`src/rtl/chaos_pkg.sv`:
```
`default_nettype none
// ============================================================================
// Package     : chaos_pkg
// Description : Shared types and constants for the chaotic-map keystream
//               engine arbiter: map-order (mode) codes, arbiter state
//               encoding and an index-width helper.
// Revision    : 1.0 - initial release
// ============================================================================
package chaos_pkg;

  // Map order selected by a requester and forwarded to the engine.
  typedef logic [1:0] mode_t;

  localparam mode_t MODE_TENT50   = 2'b00;
  localparam mode_t MODE_LOGISTIC = 2'b01;
  localparam mode_t MODE_TENT     = 2'b10;
  localparam mode_t MODE_CHAIN    = 2'b11;

  // Arbiter FSM encoding.
  typedef enum logic [1:0] {
    ARB_IDLE  = 2'd0,
    ARB_ISSUE = 2'd1,
    ARB_WAIT  = 2'd2,
    ARB_RESP  = 2'd3
  } arb_state_e;

  // Width of an index into n requesters; never narrower than 1 bit so that
  // a single-requester build still has a legal (constant-zero) pointer.
  function automatic int unsigned idx_width(input int unsigned n);
    return (n > 1) ? $clog2(n) : 1;
  endfunction

endpackage : chaos_pkg
`default_nettype wire

```
`src/rtl/rr_pick.sv`:
```
`default_nettype none
// ============================================================================
// Module      : rr_pick
// Description : Combinational rotate-priority encoder. Returns the first
//               asserted request at or after ptr_i, wrapping modulo NUM_REQ.
// Ports       : req_i  [NUM_REQ]  request vector
//               ptr_i  [IDX_W]    highest-priority index (< NUM_REQ)
//               idx_o  [IDX_W]    winning index (0 when any_o is low)
//               any_o             at least one request asserted
// Revision    : 1.0 - initial release
// ============================================================================
module rr_pick #(
  parameter int unsigned NUM_REQ = 4,
  parameter int unsigned IDX_W   = 2
) (
  input  logic [NUM_REQ-1:0] req_i,
  input  logic [IDX_W-1:0]   ptr_i,
  output logic [IDX_W-1:0]   idx_o,
  output logic               any_o
);

  logic [IDX_W-1:0] w_cand;

  // Walk the requesters in priority order starting at the pointer; the first
  // hit wins and later candidates are masked by any_o.
  always_comb begin
    idx_o  = '0;
    any_o  = 1'b0;
    w_cand = '0;
    for (int k = 0; k < int'(NUM_REQ); k++) begin
      w_cand = IDX_W'((int'(ptr_i) + k) % int'(NUM_REQ));
      if (!any_o && req_i[w_cand]) begin
        any_o = 1'b1;
        idx_o = w_cand;
      end
    end
  end

endmodule : rr_pick
`default_nettype wire

```
`src/rtl/chaos_engine_arbiter.sv`:
```
`default_nettype none
// ============================================================================
// Module      : chaos_engine_arbiter
// Description : Shares one chaotic-map keystream engine among NUM_REQ
//               requesters. Round-robin pick, latch winner's seed/mode,
//               one-cycle engine start, wait for done, return the key.
//               FSM: IDLE -> ISSUE -> WAIT -> RESP -> IDLE.
// Config      : CHAOS_ARB_TIMEOUT_EN - enables a WAIT-state watchdog that
//               answers with key 0 and rsp_err_o=1 after TIMEOUT_CYCLES.
// Ports       : clk, rst_n (async, active low)
//               req_i/req_seed_i/req_mode_i  requester side inputs
//               gnt_o, rsp_valid_o           one-hot single-cycle pulses
//               rsp_key_o, rsp_err_o         response data / timeout flag
//               eng_start_o/eng_seed_o/eng_mode_o, eng_done_i/eng_key_i
//                                            engine handshake
//               busy_o                       high whenever not IDLE
// Revision    : 1.0 - initial release
// ============================================================================
module chaos_engine_arbiter
  import chaos_pkg::*;
#(
  parameter int unsigned DATA_WIDTH     = 12,
  parameter int unsigned NUM_REQ        = 4,
  parameter int unsigned TIMEOUT_CYCLES = 255
) (
  input  logic                          clk,
  input  logic                          rst_n,
  input  logic [NUM_REQ-1:0]            req_i,
  input  logic [NUM_REQ*DATA_WIDTH-1:0] req_seed_i,
  input  logic [NUM_REQ*2-1:0]          req_mode_i,
  output logic [NUM_REQ-1:0]            gnt_o,
  output logic [NUM_REQ-1:0]            rsp_valid_o,
  output logic [DATA_WIDTH-1:0]         rsp_key_o,
  output logic                          rsp_err_o,
  output logic                          eng_start_o,
  output logic [DATA_WIDTH-1:0]         eng_seed_o,
  output logic [1:0]                    eng_mode_o,
  input  logic                          eng_done_i,
  input  logic [DATA_WIDTH-1:0]         eng_key_i,
  output logic                          busy_o
);

  localparam int unsigned IDX_W = idx_width(NUM_REQ);

  arb_state_e            state_q, state_d;
  logic [IDX_W-1:0]      idx_q, idx_d;
  logic [IDX_W-1:0]      rr_ptr_q, rr_ptr_d;
  logic [DATA_WIDTH-1:0] seed_q, seed_d;
  logic [DATA_WIDTH-1:0] key_q, key_d;
  mode_t                 mode_q, mode_d;
  logic                  err_q, err_d;

  logic [IDX_W-1:0]      w_pick_idx;
  logic                  w_pick_any;
  logic                  w_expired;

  rr_pick #(
    .NUM_REQ (NUM_REQ),
    .IDX_W   (IDX_W)
  ) u_rr_pick (
    .req_i (req_i),
    .ptr_i (rr_ptr_q),
    .idx_o (w_pick_idx),
    .any_o (w_pick_any)
  );

`ifdef CHAOS_ARB_TIMEOUT_EN
  localparam int unsigned CNT_W = (TIMEOUT_CYCLES > 0) ? $clog2(TIMEOUT_CYCLES + 1) : 1;

  logic [CNT_W-1:0] cnt_q, cnt_d;

  // Counter reads 0 on the first WAIT cycle; it is cleared in every other state.
  always_comb begin
    cnt_d = '0;
    if (state_q == ARB_WAIT) begin
      cnt_d = cnt_q + CNT_W'(1);
    end
  end

  always_ff @(posedge clk or negedge rst_n) begin
    if (!rst_n) begin
      cnt_q <= '0;
    end else begin
      cnt_q <= cnt_d;
    end
  end

  assign w_expired = (cnt_q == CNT_W'(TIMEOUT_CYCLES));
`else
  logic w_unused_timeout;
  assign w_unused_timeout = ^TIMEOUT_CYCLES;
  assign w_expired        = 1'b0;
`endif

  always_ff @(posedge clk or negedge rst_n) begin
    if (!rst_n) begin
      state_q  <= ARB_IDLE;
      idx_q    <= '0;
      rr_ptr_q <= '0;
      seed_q   <= '0;
      key_q    <= '0;
      mode_q   <= '0;
      err_q    <= 1'b0;
    end else begin
      state_q  <= state_d;
      idx_q    <= idx_d;
      rr_ptr_q <= rr_ptr_d;
      seed_q   <= seed_d;
      key_q    <= key_d;
      mode_q   <= mode_d;
      err_q    <= err_d;
    end
  end

  always_comb begin
    state_d     = state_q;
    idx_d       = idx_q;
    rr_ptr_d    = rr_ptr_q;
    seed_d      = seed_q;
    key_d       = key_q;
    mode_d      = mode_q;
    err_d       = err_q;
    gnt_o       = '0;
    rsp_valid_o = '0;
    eng_start_o = 1'b0;
    rsp_err_o   = 1'b0;

    case (state_q)
      ARB_IDLE: begin
        if (w_pick_any) begin
          idx_d   = w_pick_idx;
          // Constant-index mux keeps the seed/mode select free of
          // variable part-selects.
          for (int i = 0; i < int'(NUM_REQ); i++) begin
            if (w_pick_idx == IDX_W'(i)) begin
              seed_d = req_seed_i[i*DATA_WIDTH +: DATA_WIDTH];
              mode_d = req_mode_i[i*2 +: 2];
            end
          end
          state_d = ARB_ISSUE;
        end
      end

      ARB_ISSUE: begin
        for (int i = 0; i < int'(NUM_REQ); i++) begin
          gnt_o[i] = (idx_q == IDX_W'(i));
        end
        eng_start_o = 1'b1;
        state_d     = ARB_WAIT;
      end

      ARB_WAIT: begin
        // A real completion beats an expiring watchdog in the same cycle.
        if (eng_done_i) begin
          key_d   = eng_key_i;
          err_d   = 1'b0;
          state_d = ARB_RESP;
        end else if (w_expired) begin
          key_d   = '0;
          err_d   = 1'b1;
          state_d = ARB_RESP;
        end
      end

      ARB_RESP: begin
        for (int i = 0; i < int'(NUM_REQ); i++) begin
          rsp_valid_o[i] = (idx_q == IDX_W'(i));
        end
        rsp_err_o = err_q;
        rr_ptr_d  = (idx_q == IDX_W'(NUM_REQ - 1)) ? '0 : idx_q + IDX_W'(1);
        state_d   = ARB_IDLE;
      end

      default: begin
        state_d = ARB_IDLE;
      end
    endcase
  end

  assign rsp_key_o  = key_q;
  assign eng_seed_o = seed_q;
  assign eng_mode_o = mode_q;
  assign busy_o     = (state_q != ARB_IDLE);

endmodule : chaos_engine_arbiter
`default_nettype wire

```
`config.mk`:
```
export PLATFORM = sky130hd
export DESIGN_NAME = chaos_engine_arbiter
export DESIGN_NICKNAME = d
export VERILOG_FILES = /design/src/rtl/chaos_pkg.sv /design/src/rtl/rr_pick.sv /design/src/rtl/chaos_engine_arbiter.sv
export SDC_FILE = /design/constraint.sdc
export NUM_CORES = 1
export LEC_CHECK = 0
export BUFFER_PORTS_ARGS = -buffer_cell sky130_fd_sc_hd__buf_2
export CORE_MARGIN = 3
export CORE_UTILIZATION = 46
export DETAILED_ROUTE_END_ITERATION = 12
export GPL_TIMING_DRIVEN = 1
export PLACE_DENSITY = 0.95
export SYNTH_ARGS = -nofsm -noshare
export SYNTH_HDL_FRONTEND = slang
export SYNTH_SLANG_ARGS = --single-unit
```
`constraint.sdc`:
```
create_clock -name clk -period 3.4 [get_ports clk]
set_clock_uncertainty 0.15 [all_clocks]
set_input_delay 0.17 -clock clk [delete_from_list [all_inputs] [get_ports clk]]
set_output_delay 0.17 -clock clk [all_outputs]
set_load 0.02 [all_outputs]
```
* After elaboration in Yosys (flattened, before gate mapping)
Cells that the tools add are included.
Operators by class: add/subtract/negate cells 4, order comparisons 4, equality and inequality tests 11, multiplexer cells 31, reduce and logical (&&, ||, !) cells 15
Operators with widths (number):
- $mux 12 | 4
- $mux 2 | 11
- $eq 2x2->1 const B | 6
- $lt 2x3->1 const B | 4
- $mux 1 | 9
- $bmux 1 s2 | 4
- $mux 4 | 2
- $pmux 2 s4 | 1
- $eq 2x1->1 const B | 3
- $logic_not 2->1 | 3
- $reduce_and 2->1 | 3
- $add 2x1->2 const B | 2
- $add 2x2->2 const B | 2
- $reduce_bool 4->1 | 1
- $logic_and 1x1->1 | 3
- $logic_not 1->1 | 3
- $reduce_and 3->1 | 1
- $ne 2x1->1 const B | 1
- $ne 2x2->1 const B | 1
- $reduce_bool 2->1 | 1
Word-level totals: register bits 32, input port bits 75, output and inout bits 37, word-level logic and storage cells 71

* Logic depth before layout (Yosys ltp)
depth in word-level cells 17, depth in mapped cells 7, gate-level depth less buffers 6

* Modules after synthesis
From an unflattened synthesis, not the netlist that was laid out.
Unflattened totals: cells, all modules 162, area, all modules 1888.1 sq um
By module, submodules not included:
- chaos_engine_arbiter | times used 1, cells an instance 147, area an instance 1810.5 sq um, sequential area each 800.8 sq um
- rr_pick | times used 1, cells an instance 15, area an instance 77.6 sq um, sequential area each 0.0 sq um

* Worst setup path after synthesis
OpenSTA, ideal clock, no wires.
kind register to register, start point reg state_q[0], end point reg mode_q[0], in the netlist eng_mode_o[0], library setup time 0.090 ns, data arrival time 1.560 ns, setup slack 1.600 ns, cell stages (with the launch flop) 8, path buffers 2, period minus slack after synthesis 1.800 ns, cells stage by stage dfrtp_1 > inv_1 > ha_1 > nand2_2 > or3_1 > clkbuf_1 > buf_2 > o221ai_1
On the way: word-level cells in the longest chain between the ends 2
Ends and longest elaborated chain:
- start, declared | line chaos_engine_arbiter.sv:45 | arb_state_e state_q, state_d;
- start signal, assigned | line chaos_engine_arbiter.sv:105 | state_q <= state_d;
- $logic_not 2->1 | line chaos_engine_arbiter.sv:128 | case (state_q)
- $reduce_and 3->1 (no source line)
- end signal, assigned | line chaos_engine_arbiter.sv:110 | mode_q <= mode_d;
- end, declared | line chaos_engine_arbiter.sv:50 | mode_t mode_q, mode_d;
Every way passes these cells. A chain may end at the register's enable or synchronous reset.

* Final worst setup path
start point reg rr_ptr_q[1], end point reg seed_q[1], in the netlist eng_seed_o[1]
On the way: word-level cells in the longest chain between the ends 16, elaborated cells on any way between the ends 34
Ends and longest elaborated chain:
- start, declared | line chaos_engine_arbiter.sv:47 | logic [IDX_W-1:0] rr_ptr_q, rr_ptr_d;
- start signal, assigned | line chaos_engine_arbiter.sv:107 | rr_ptr_q <= rr_ptr_d;
- parallel branches: the longest is 16 deep, another holds $add 2x1->2
- end signal, assigned | line chaos_engine_arbiter.sv:100 | seed_q <= '0;
- end signal, assigned | line chaos_engine_arbiter.sv:108 | seed_q <= seed_d;
- end, declared | line chaos_engine_arbiter.sv:48 | logic [DATA_WIDTH-1:0] seed_q, seed_d;
Several ways; the timed one is not identified. The select of a mux whose other input is x is not followed.

==> summary.md <==
The routed layout has 1,705 vias. For this run the aggregate overflow at the end of global routing stands at 0. The power per cell area is 868 nW/µm². The run finished with clean final reports.

Row generation in the floorplan step produced 22 rows. At the worst endpoint, the required time is 3360 ps. For this run, design rule violations remaining after detail routing come to 0.

TritonCTS created 5 clock buffers. The largest fanout on the critical path is 17. The mapped cell area is 1800 µm². At the end of routability-driven placement, the weighted congestion stood at 0.853. The tools report the number of endpoints with negative hold slack in the final report as 0. The first global-routing pass estimated 7380 µm of wire. For the finished layout, the period the worst path requires is 2290 ps. The post-layout instance count excluding filler cells is 332. The total count of max-transition violations in the final report was 0; the average wire length per cell after detail routing was 14.4 µm.

The worst slack after detailed placement was 1160 ps. In this run the number of H-tree levels came out at 2. In this run the cell area measured after placement is 2380 µm². The post-route worst hold slack is 57.1 ps. The overall die area is 4690 µm². Ratio of cells with drive above 1 in the final layout: 0.472.

The reported leakage power was 1.45 nW. The tree built by TritonCTS fans out to 32 sinks. In this run, distinct cell masters in the synthesized netlist total 25.

The area inside the core boundary was 3720 µm². The max-capacitance violation count is 0. Gates resized during post-CTS repair numbered 0. The number of hold buffers added after cts was 13. Kind of capture point of the worst setup path: a register. Entering global routing, the biggest net connects 33 pins.

Via count of the first global-routing pass: 1,628. The initial antenna violation count was 0; the actual transition at the worst max-transition pin was 1000 ps. The aggregate global-route resource usage was 0.214; the effective utilization at floorplan was 0.484.

TritonCTS built the clock tree. The tools report the clock tree buffer depth as 2. The multi-input combinational cells in the finished layout cover a total of 923 µm².

The die width came out at 68.5 µm. A synthesized cell averages 11.2 µm². Derived from the worst setup path, the maximum achievable clock frequency is 437 MHz. The run gives 1110 ps as the setup slack after layout.

Type of origin of the critical path: a register. The path type of the worst min-delay path is in2reg. The library cell used as clock root buffer was sky130_fd_sc_hd__clkbuf_8. The logs give 0.331 for the worst slew margin relative to its limit and 3560 µm for the detailed-placement wirelength estimate.

The number of cells after detailed placement is 311. The signal arrival time at the worst endpoint was 2250 ps; the clock edge transition at the registers on the reported setup and hold paths was 70 ps. Compared with the post-synthesis result, the final layout area differs by 46.5%. Setup violations remaining at the end of the flow were counted as 0. The post-route clock period utilization was 0.673; the number of design-rule violations left by the first detailed-router iteration was 72. Sequential share of the synthesized area: 0.445.

Counting flops and latches in the post-synthesis netlist gives 32. The finished cells cover 2630 µm². During synthesis, Yosys emitted a total of 0 warnings. The sequential cells in the finished layout cover a total of 801 µm².

For the post-synthesis net count, the log shows 245. Summed over all layers, the routed wires come to 4790 µm. After detailed routing, the number of vias per cell comes to 5.14. The post-synthesis cell count came out at 161.

VDD sags by at most 0.570 mV. The critical path is of the reg2reg type. Setup repair after global routing left no endpoint under its margin. The final antenna-violating net count was 0. Once the clock tree was built, the setup fixing pass inserted 0 buffers.

The run gives 367 as the net count of the finished layout. The run gives 0 ps as the final setup TNS. Pin placement for this block handled 112 I/O pins. The tools report the count of fill cells added during filler insertion as 281. The later pin in the worst-skew pair is clocked with a latency of 280 ps. The number of buffers inserted by port buffering came out at 110. Total iterations of the first detailed-routing run: 4.

The vertical die dimension is 68.5 µm. The utilization after layout is 0.709. The repair_antennas step left the layout with diodes totalling 0. The design draws 2.29 mW.
layout make-up:
class / count / area share
inverters: 6 / 0.00855
multi-input cells: 114 / 0.351
repair buffers: 124 / 0.266
clock inverters: 1 / 0.0114
well taps: 48 / 0.0228
flip-flops and latches: 32 / 0.304
clock buffers: 7 / 0.0366
synthesized netlist by cell type:
library cell	instances	area share
sky130_fd_sc_hd__o21ai_0	2	0.0056
sky130_fd_sc_hd__and2_1	8	0.028
sky130_fd_sc_hd__o21bai_1	1	0.0042
sky130_fd_sc_hd__buf_6	1	0.0063
sky130_fd_sc_hd__nand2b_1	2	0.0070
sky130_fd_sc_hd__dfrtp_1	32	0.45
sky130_fd_sc_hd__buf_4	2	0.0083
sky130_fd_sc_hd__mux2_2	14	0.088
sky130_fd_sc_hd__conb_1	1	0.0021
sky130_fd_sc_hd__nand2_1	21	0.044
sky130_fd_sc_hd__nor3b_1	1	0.0042
sky130_fd_sc_hd__and3_1	1	0.0035
sky130_fd_sc_hd__a211oi_1	1	0.0042
sky130_fd_sc_hd__inv_1	6	0.013
sky130_fd_sc_hd__ha_1	9	0.063
sky130_fd_sc_hd__nand2_2	1	0.0035
sky130_fd_sc_hd__buf_2	2	0.0056
sky130_fd_sc_hd__nor2_1	4	0.0083
sky130_fd_sc_hd__a21oi_1	2	0.0056
sky130_fd_sc_hd__mux2i_1	29	0.16
sky130_fd_sc_hd__or3_1	1	0.0035
sky130_fd_sc_hd__o32a_1	1	0.0056
sky130_fd_sc_hd__a211o_1	1	0.0049
sky130_fd_sc_hd__clkbuf_1	4	0.0083
sky130_fd_sc_hd__o221ai_1	14	0.068
final timing paths:
kind / startpoint / endpoint / slack, ps / cells past startpoint
min in group asynchronous: rst_n / eng_seed_o[6] / 320 / 2
worst max-delay path: rr_ptr_q[1] / eng_seed_o[1] / 1110 / 6
worst min-delay path: req_seed_i[28] / eng_seed_o[4] / 60 / 3
worst min register to register: eng_seed_o[5] / eng_seed_o[5] / 340 / 2
max in group asynchronous: rst_n / idx_q[1] / 2330 / 2
worst max register to register: rr_ptr_q[1] / eng_seed_o[1] / 1110 / 6
worst max-delay path, stage by stage, from the launching register on:
cell and delay (ps):
sky130_fd_sc_hd__dfrtp_1 440, sky130_fd_sc_hd__nand2b_1 170, sky130_fd_sc_hd__a21oi_1 160, sky130_fd_sc_hd__a211o_1 560, sky130_fd_sc_hd__buf_12 250, sky130_fd_sc_hd__mux2i_1 230
sky130_fd_sc_hd__o221ai_1 160
cell usage in the layout, fill, tap and decap left out, types with 2 or more instances in the layout:
master,n
sky130_fd_sc_hd__nor2_1,4
sky130_fd_sc_hd__inv_1,6
sky130_fd_sc_hd__o21ai_0,2
sky130_fd_sc_hd__o221ai_1,14
sky130_fd_sc_hd__mux2i_1,29
sky130_fd_sc_hd__mux2_2,14
sky130_fd_sc_hd__and2_1,8
sky130_fd_sc_hd__a21oi_1,2
sky130_fd_sc_hd__dfrtp_1,32
sky130_fd_sc_hd__nand2b_1,2
sky130_fd_sc_hd__buf_2,110
sky130_fd_sc_hd__nand2_1,21
sky130_fd_sc_hd__dlygate4sd3_1,13
sky130_fd_sc_hd__ha_1,9
sky130_fd_sc_hd__clkbuf_8,7
where the power goes:
part           total, mW  switching [mW]  internal [mW]
clock network      0.397           0.138          0.258
registers          0.700           0.122          0.578
logic               1.19           0.682          0.508
total               2.29           0.943           1.34
cells by family after synthesis:
group / count (synthesis) / synth area share
AND/OR/NAND/NOR: 39 / 0.102
flip-flops: 32 / 0.445
multiplexers: 43 / 0.249
buffers and inverters: 15 / 0.0411
adder cells (fa/ha/maj): 9 / 0.0626
other: 1 / 0.00209
AO/OA/AOI/OAI: 22 / 0.0981
sequential cells by signal, summed over array words and instances (netlist names):
name / flops
rsp_key_o: 12
eng_mode_o: 2
idx_q: 2
eng_seed_o: 12
rr_ptr_q: 2
state_q: 2
layer usage:
metal,track usage,part of all wire,vias up
met3,0.0746,0.093,4
met1,0.252,0.38,801
met4,0.0645,0.0069,0
met2,0.365,0.52,79
met5,0,0,-
li1,-,-,821
Note: power is estimated with default switching activity, not from simulation.
